### config.mk
export PLATFORM = sky130hd
export DESIGN_NAME = afec_buf_wr
export DESIGN_NICKNAME = d
export VERILOG_FILES = /design/src/rtl/afec_buf_wr.sv
export SDC_FILE = /design/constraint.sdc
export NUM_CORES = 1
export LEC_CHECK = 0
export CAP_MARGIN = 20
export CORE_MARGIN = 1.5
export CORE_UTILIZATION = 43
export DETAILED_ROUTE_END_ITERATION = 12
export PLACE_DENSITY_LB_ADDON = 0.15
export SYNTH_ARGS = -nofsm -noshare
export SYNTH_HDL_FRONTEND = slang
export SYNTH_SLANG_ARGS = --single-unit
### constraint.sdc
create_clock -name i_ck -period 1.9 [get_ports i_ck]
set_input_delay 0.38 -clock i_ck [delete_from_list [all_inputs] [get_ports i_ck]]
set_output_delay 0.38 -clock i_ck [all_outputs]
set_load 0.1 [all_outputs]
### src/rtl/afec_buf_wr.sv
// afec_buf_wr
// Frame writer between the AFEC sample path and the SRAM controller's AFEC port.
// It accepts DW-bit samples on a valid/ready handshake and writes one frame of
// DEPTH samples to SRAM words BASE..BASE+DEPTH-1, with addresses taken modulo 2^AW.
// SRAM ownership is requested only while a frame is in flight.
//
// State table:
//   IDLE  | no frame; SRAM port released; waiting for i_start
//   ARM   | ownership requested; one cycle for the controller mux to settle
//   WRITE | ready=1; every accepted sample is registered as an SRAM write
//   LAST  | final sample written; release the port, pulse done, count the frame
//
// Ports:
//   i_ck, i_rst                  clock and synchronous active-high reset
//   i_start, i_abort             frame start and terminate pulses (abort wins)
//   i_smp_valid/i_smp_data       sample input; o_smp_ready is the handshake
//   o_afec_data_access           SRAM ownership request
//   o_afec_mem_ck/csb/web/a/di   SRAM write port (csb/web active-low)
//   o_busy, o_done, o_ovf        status: frame in flight, completion pulse, sticky overflow
//   o_frm_cnt                    completed frames, wraps 255 -> 0
module afec_buf_wr #(
  parameter int DEPTH = 560,
  parameter int BASE  = 0,
  parameter int AW    = 12,
  parameter int DW    = 14
) (
  input  logic          i_ck,
  input  logic          i_rst,
  input  logic          i_start,
  input  logic          i_abort,
  input  logic          i_smp_valid,
  input  logic [DW-1:0] i_smp_data,
  output logic          o_smp_ready,
  output logic          o_afec_data_access,
  output logic          o_afec_mem_ck,
  output logic          o_afec_mem_csb,
  output logic          o_afec_mem_web,
  output logic [AW-1:0] o_afec_mem_a,
  output logic [DW-1:0] o_afec_mem_di,
  output logic          o_busy,
  output logic          o_done,
  output logic          o_ovf,
  output logic [7:0]    o_frm_cnt
);

  typedef enum logic [1:0] {S_IDLE, S_ARM, S_WRITE, S_LAST} state_t;

  localparam logic [AW-1:0] BASE_A   = AW'(BASE);
  localparam logic [11:0]   LAST_IDX = 12'(DEPTH - 1);

  state_t        r_state;
  logic [11:0]   r_idx;
  logic          r_access;
  logic          r_csb;
  logic          r_web;
  logic [AW-1:0] r_a;
  logic [DW-1:0] r_di;
  logic          r_busy;
  logic          r_done;
  logic          r_ovf;
  logic [7:0]    r_frm_cnt;

  logic w_ready;
  logic w_accept;
  logic w_last;

  // Ready depends on state only, so there is no combinational path from valid.
  assign w_ready  = (r_state == S_WRITE);
  assign w_accept = w_ready & i_smp_valid;
  assign w_last   = (r_idx == LAST_IDX);

  always_ff @(posedge i_ck) begin
    if (i_rst) begin
      r_state   <= S_IDLE;
      r_idx     <= '0;
      r_access  <= 1'b0;
      r_csb     <= 1'b1;
      r_web     <= 1'b1;
      r_a       <= '0;
      r_di      <= '0;
      r_busy    <= 1'b0;
      r_done    <= 1'b0;
      r_ovf     <= 1'b0;
      r_frm_cnt <= '0;
    end else begin
      r_done <= 1'b0;
      // A sample offered while we own the port but cannot take it is lost.
      // In IDLE the port is not owned, so offered samples drop silently.
      if (r_access && !w_ready && i_smp_valid) r_ovf <= 1'b1;

      if (i_abort && (r_state != S_IDLE)) begin
        r_state  <= S_IDLE;
        r_csb    <= 1'b1;
        r_web    <= 1'b1;
        r_access <= 1'b0;
        r_busy   <= 1'b0;
      end else begin
        case (r_state)
          S_IDLE: begin
            if (i_start && !i_abort) begin
              r_state  <= S_ARM;
              r_access <= 1'b1;
              r_busy   <= 1'b1;
              r_idx    <= '0;
              r_ovf    <= 1'b0;
            end
          end
          S_ARM: r_state <= S_WRITE;
          S_WRITE: begin
            if (w_accept) begin
              r_csb <= 1'b0;
              r_web <= 1'b0;
              r_a   <= BASE_A + AW'(r_idx);
              r_di  <= i_smp_data;
              r_idx <= r_idx + 12'd1;
              if (w_last) r_state <= S_LAST;
            end else begin
              r_csb <= 1'b1;
              r_web <= 1'b1;
            end
          end
          S_LAST: begin
            r_csb     <= 1'b1;
            r_web     <= 1'b1;
            r_access  <= 1'b0;
            r_busy    <= 1'b0;
            r_done    <= 1'b1;
            r_frm_cnt <= r_frm_cnt + 8'd1;
            r_state   <= S_IDLE;
          end
          default: r_state <= S_IDLE;
        endcase
      end
    end
  end

  // SRAM runs on the inverted clock so it samples the registered port mid-cycle.
  assign o_afec_mem_ck      = ~i_ck;
  assign o_smp_ready        = w_ready;
  assign o_afec_data_access = r_access;
  assign o_afec_mem_csb     = r_csb;
  assign o_afec_mem_web     = r_web;
  assign o_afec_mem_a       = r_a;
  assign o_afec_mem_di      = r_di;
  assign o_busy             = r_busy;
  assign o_done             = r_done;
  assign o_ovf              = r_ovf;
  assign o_frm_cnt          = r_frm_cnt;

endmodule
==> results.sh <==
export IMPL_layout_common_cells="nand2_1, dfxtp_1, buf_4"
export IMPL_total_leakage_power_nw=1.213
export IMPL_worst_pin_slew_ps=376.0
export IMPL_slowest_delay_ps=160
export IMPL_finalWorstSetupSlack_ps=43.65
export IMPL_first_global_vias=1791
export IMPL_ys_ff_latch=52
export IMPL_synth_flop_cell="dfxtp_1"
export IMPL_synth_enable_flop_cells=0
export IMPL_ir_drop_mv=1.291
export IMPL_ant_nets=0
export IMPL_synth_seq_area_share_pct=46.15
export IMPL_slew_headroom_pct=74.84
export IMPL_dieArea_sq_um=5690
export IMPL_core_area_sq_um=5075
export IMPL_routed_wl_mm=5.210
export IMPL_synth_fp_nets=301
export IMPL_nets=367
export IMPL_antenna_found_initial=0
export IMPL_timing_critical_path_cells="clkbuf_8 -> buf_8 -> clkinvlp_4 -> buf_12"
export IMPL_avgRoutedWirePerCell_um=12.62
export IMPL_yosysUniqueCellTypes=40
export IMPL_synthToLayoutAreaGrowth_pct=40.27
export IMPL_place_congestion=0.8188
export IMPL_slowest_stage="buf_12"
export IMPL_post_cts_buffers=0
export IMPL_synth_area_sq_um=2256
export IMPL_synth_top_family_by_area="simple AND/OR/NAND/NOR gates"
export IMPL_p_total_w=0.003161
export IMPL_grt_max_degree=31
export IMPL_vias_per_cell=5.114
export IMPL_port_buffers=60
export IMPL_drive_gt1_share_pct=22.16
export IMPL_cp_start_kind="clock port"
export IMPL_synth_simple_gate_area_share_pct=26.68
export IMPL_final_common_cell="nand2_1"
export IMPL_cp_arrival_ps=1480
export IMPL_htree_levels=2
export IMPL_power_density_nw_per_um2=998.9
export IMPL_design_area_sq_um=3164
export IMPL_path_max_fanout=14
export IMPL_synth_top_cell_by_area="dfxtp_1"
export IMPL_end_kind="primary output"
export IMPL_place_area_sq_um=3059
export IMPL_cp_data_required_time_ps=1520
export IMPL_die_width_um=75.43
export IMPL_synthDominantCellAreaShare_pct=46.15
export IMPL_finalClockSkew_ps=38.65
export IMPL_synthCells=276
export IMPL_rows=26
export IMPL_via_count=2112
export IMPL_avgSynthCellArea_sq_um=8.174
export IMPL_dpl_hpwl_mm=3.796
export IMPL_synthMuxAreaShare_pct=1.830
export IMPL_async_flop_share_pct=0
export IMPL_grt_overflow_total=0
export IMPL_drc_errors=0
export IMPL_cts_tree="built"
export IMPL_pre_cts_slack_ps=-570.5
export IMPL_synthAdderAreaFrac_pct=3.328
export IMPL_setup_violations=0
export IMPL_synth_xor_area_share_pct=2.718
export IMPL_io_pins=61
export IMPL_first_pass_iters=4
export IMPL_worstSetupPathType="clock port to primary output"
export IMPL_drv_cap=0
export IMPL_tns_ps=0
export IMPL_drt_iter0_drc=72
export IMPL_die_y_um=75.43
export IMPL_numCtsBuffers=5
export IMPL_nFillCells=489
export IMPL_synth_compound_area_share_pct=13.37
export IMPL_clockBufferDepth=2
export IMPL_path_clk_slew_ps=100
export IMPL_synth_warnings=0
export IMPL_hold_class="register to register"
export IMPL_grt_pass1_wl_mm=8.266
export IMPL_synth_area_leaders="dfxtp_1, nand2_1, a21oi_1, ha_1, nand4_1"
export IMPL_whs_ps=457.8
export IMPL_clk_latency_ps=310
export IMPL_outcome="finished clean"
export IMPL_gr_usage_all_layers_pct=18.81
export IMPL_initial_core_util_pct=44.45
export IMPL_hold_viol=0
export IMPL_final_max_slew_violation_count=0
export IMPL_antennaDiodeCount=0
export IMPL_cts_root_buf="clkbuf_8"
layout make-up:
| type | instances | area [sq um] | area share (%) |
|---|---|---|---|
| inverters | 10 | 37.54 | 1.186 |
| multi-input cells | 195 | 1096 | 34.64 |
| repair buffers | 76 | 778.2 | 24.59 |
| well taps | 70 | 87.58 | 2.768 |
| flip-flops and latches | 52 | 1045 | 33.02 |
| clock inverters | 3 | 26.28 | 0.8304 |
| clock buffers | 7 | 93.84 | 2.966 |
flip-flops by register name (all words and copies together), names as in the netlist:
register        count
o_afec_mem_di      14
o_afec_mem_a       12
r_idx              12
o_frm_cnt           8
r_state             2
o_afec_mem_web      1
o_busy              1
o_done              1
o_ovf               1
cells by family (layout without fill, tap and decap cells):
family                   after synthesis  after routing
XOR/XNOR                               7              7
buffers and inverters                 29             96
adder cells (fa/ha/maj)                6              6
AND/OR/NAND/NOR                      125            125
AO/OA/AOI/OAI                         53             53
flip-flops                            52             52
multiplexers                           4              4
path summary, 6_finish.rpt:
| path | depth (start not counted) | slack (ps) | from | endpoint |
|---|---|---|---|---|
| worst max-delay path | 4 | 40 | i_ck | o_afec_mem_ck |
| worst min-delay path | 2 | 460 | o_afec_mem_a[11]$_SDFFE_PP0P_ | o_afec_mem_a[11]$_SDFFE_PP0P_ |
| worst max register to register | 6 | 80 | r_state[0]$_SDFFE_PP0P_ | r_idx[11]$_SDFFE_PP0P_ |
| worst min register to register | 2 | 460 | o_afec_mem_a[11]$_SDFFE_PP0P_ | o_afec_mem_a[11]$_SDFFE_PP0P_ |
cells in the mapped netlist (3+ instances only):
| library cell | n |
|---|---|
| xor2_1 | 6 |
| ha_1 | 6 |
| a21oi_1 | 35 |
| nor2_1 | 14 |
| nand3_1 | 7 |
| a31oi_1 | 3 |
| nand2_1 | 64 |
| dfxtp_1 | 52 |
| nand4_1 | 11 |
| clkbuf_1 | 7 |
| inv_1 | 11 |
| and3_1 | 3 |
| or3_1 | 5 |
| nand2b_1 | 3 |
| mux2i_1 | 3 |
| buf_2 | 8 |
| o21ai_0 | 6 |
metal layers:
layer	global-route usage, %	up-vias	share of wire (%)
li1	-	1075	-
met1	24.26	983	44
met2	31.87	47	50
met3	4.762	7	5.7
met4	4.167	0	0.79
met5	0	-	0
critical path, delay by kind of cell:
kind,cells,cell delay [ps]
buffers and inverters,4,510
report_power, final:
part | leakage (nW) | total [W] | switching (W) | internal [W]
clock | 0.0531 | 0.000961 | 0.000588 | 0.000373
sequential | 0.421 | 0.00119 | 0.0000505 | 0.00114
combinational | 0.738 | 0.00101 | 0.000641 | 0.000365
stage by stage:
stage | instances | util (%)
6_report | 413 | 62.35
5_1_grt | 413 | 62.35
3_3_place_gp | 405 | 60.28
2_1_floorplan | 276 | -
4_1_cts | 413 | 62.28
3_5_place_dp | 405 | 60.28
timing repair:
item / 4_1_cts / 5_1_grt
gates resized for setup: 9 / 2
hold buffers: 0 / 0
endpoints found under the setup margin: 1 / 2
pin swaps: 0 / 1
No activity file was read; power rests on OpenSTA's default activity.
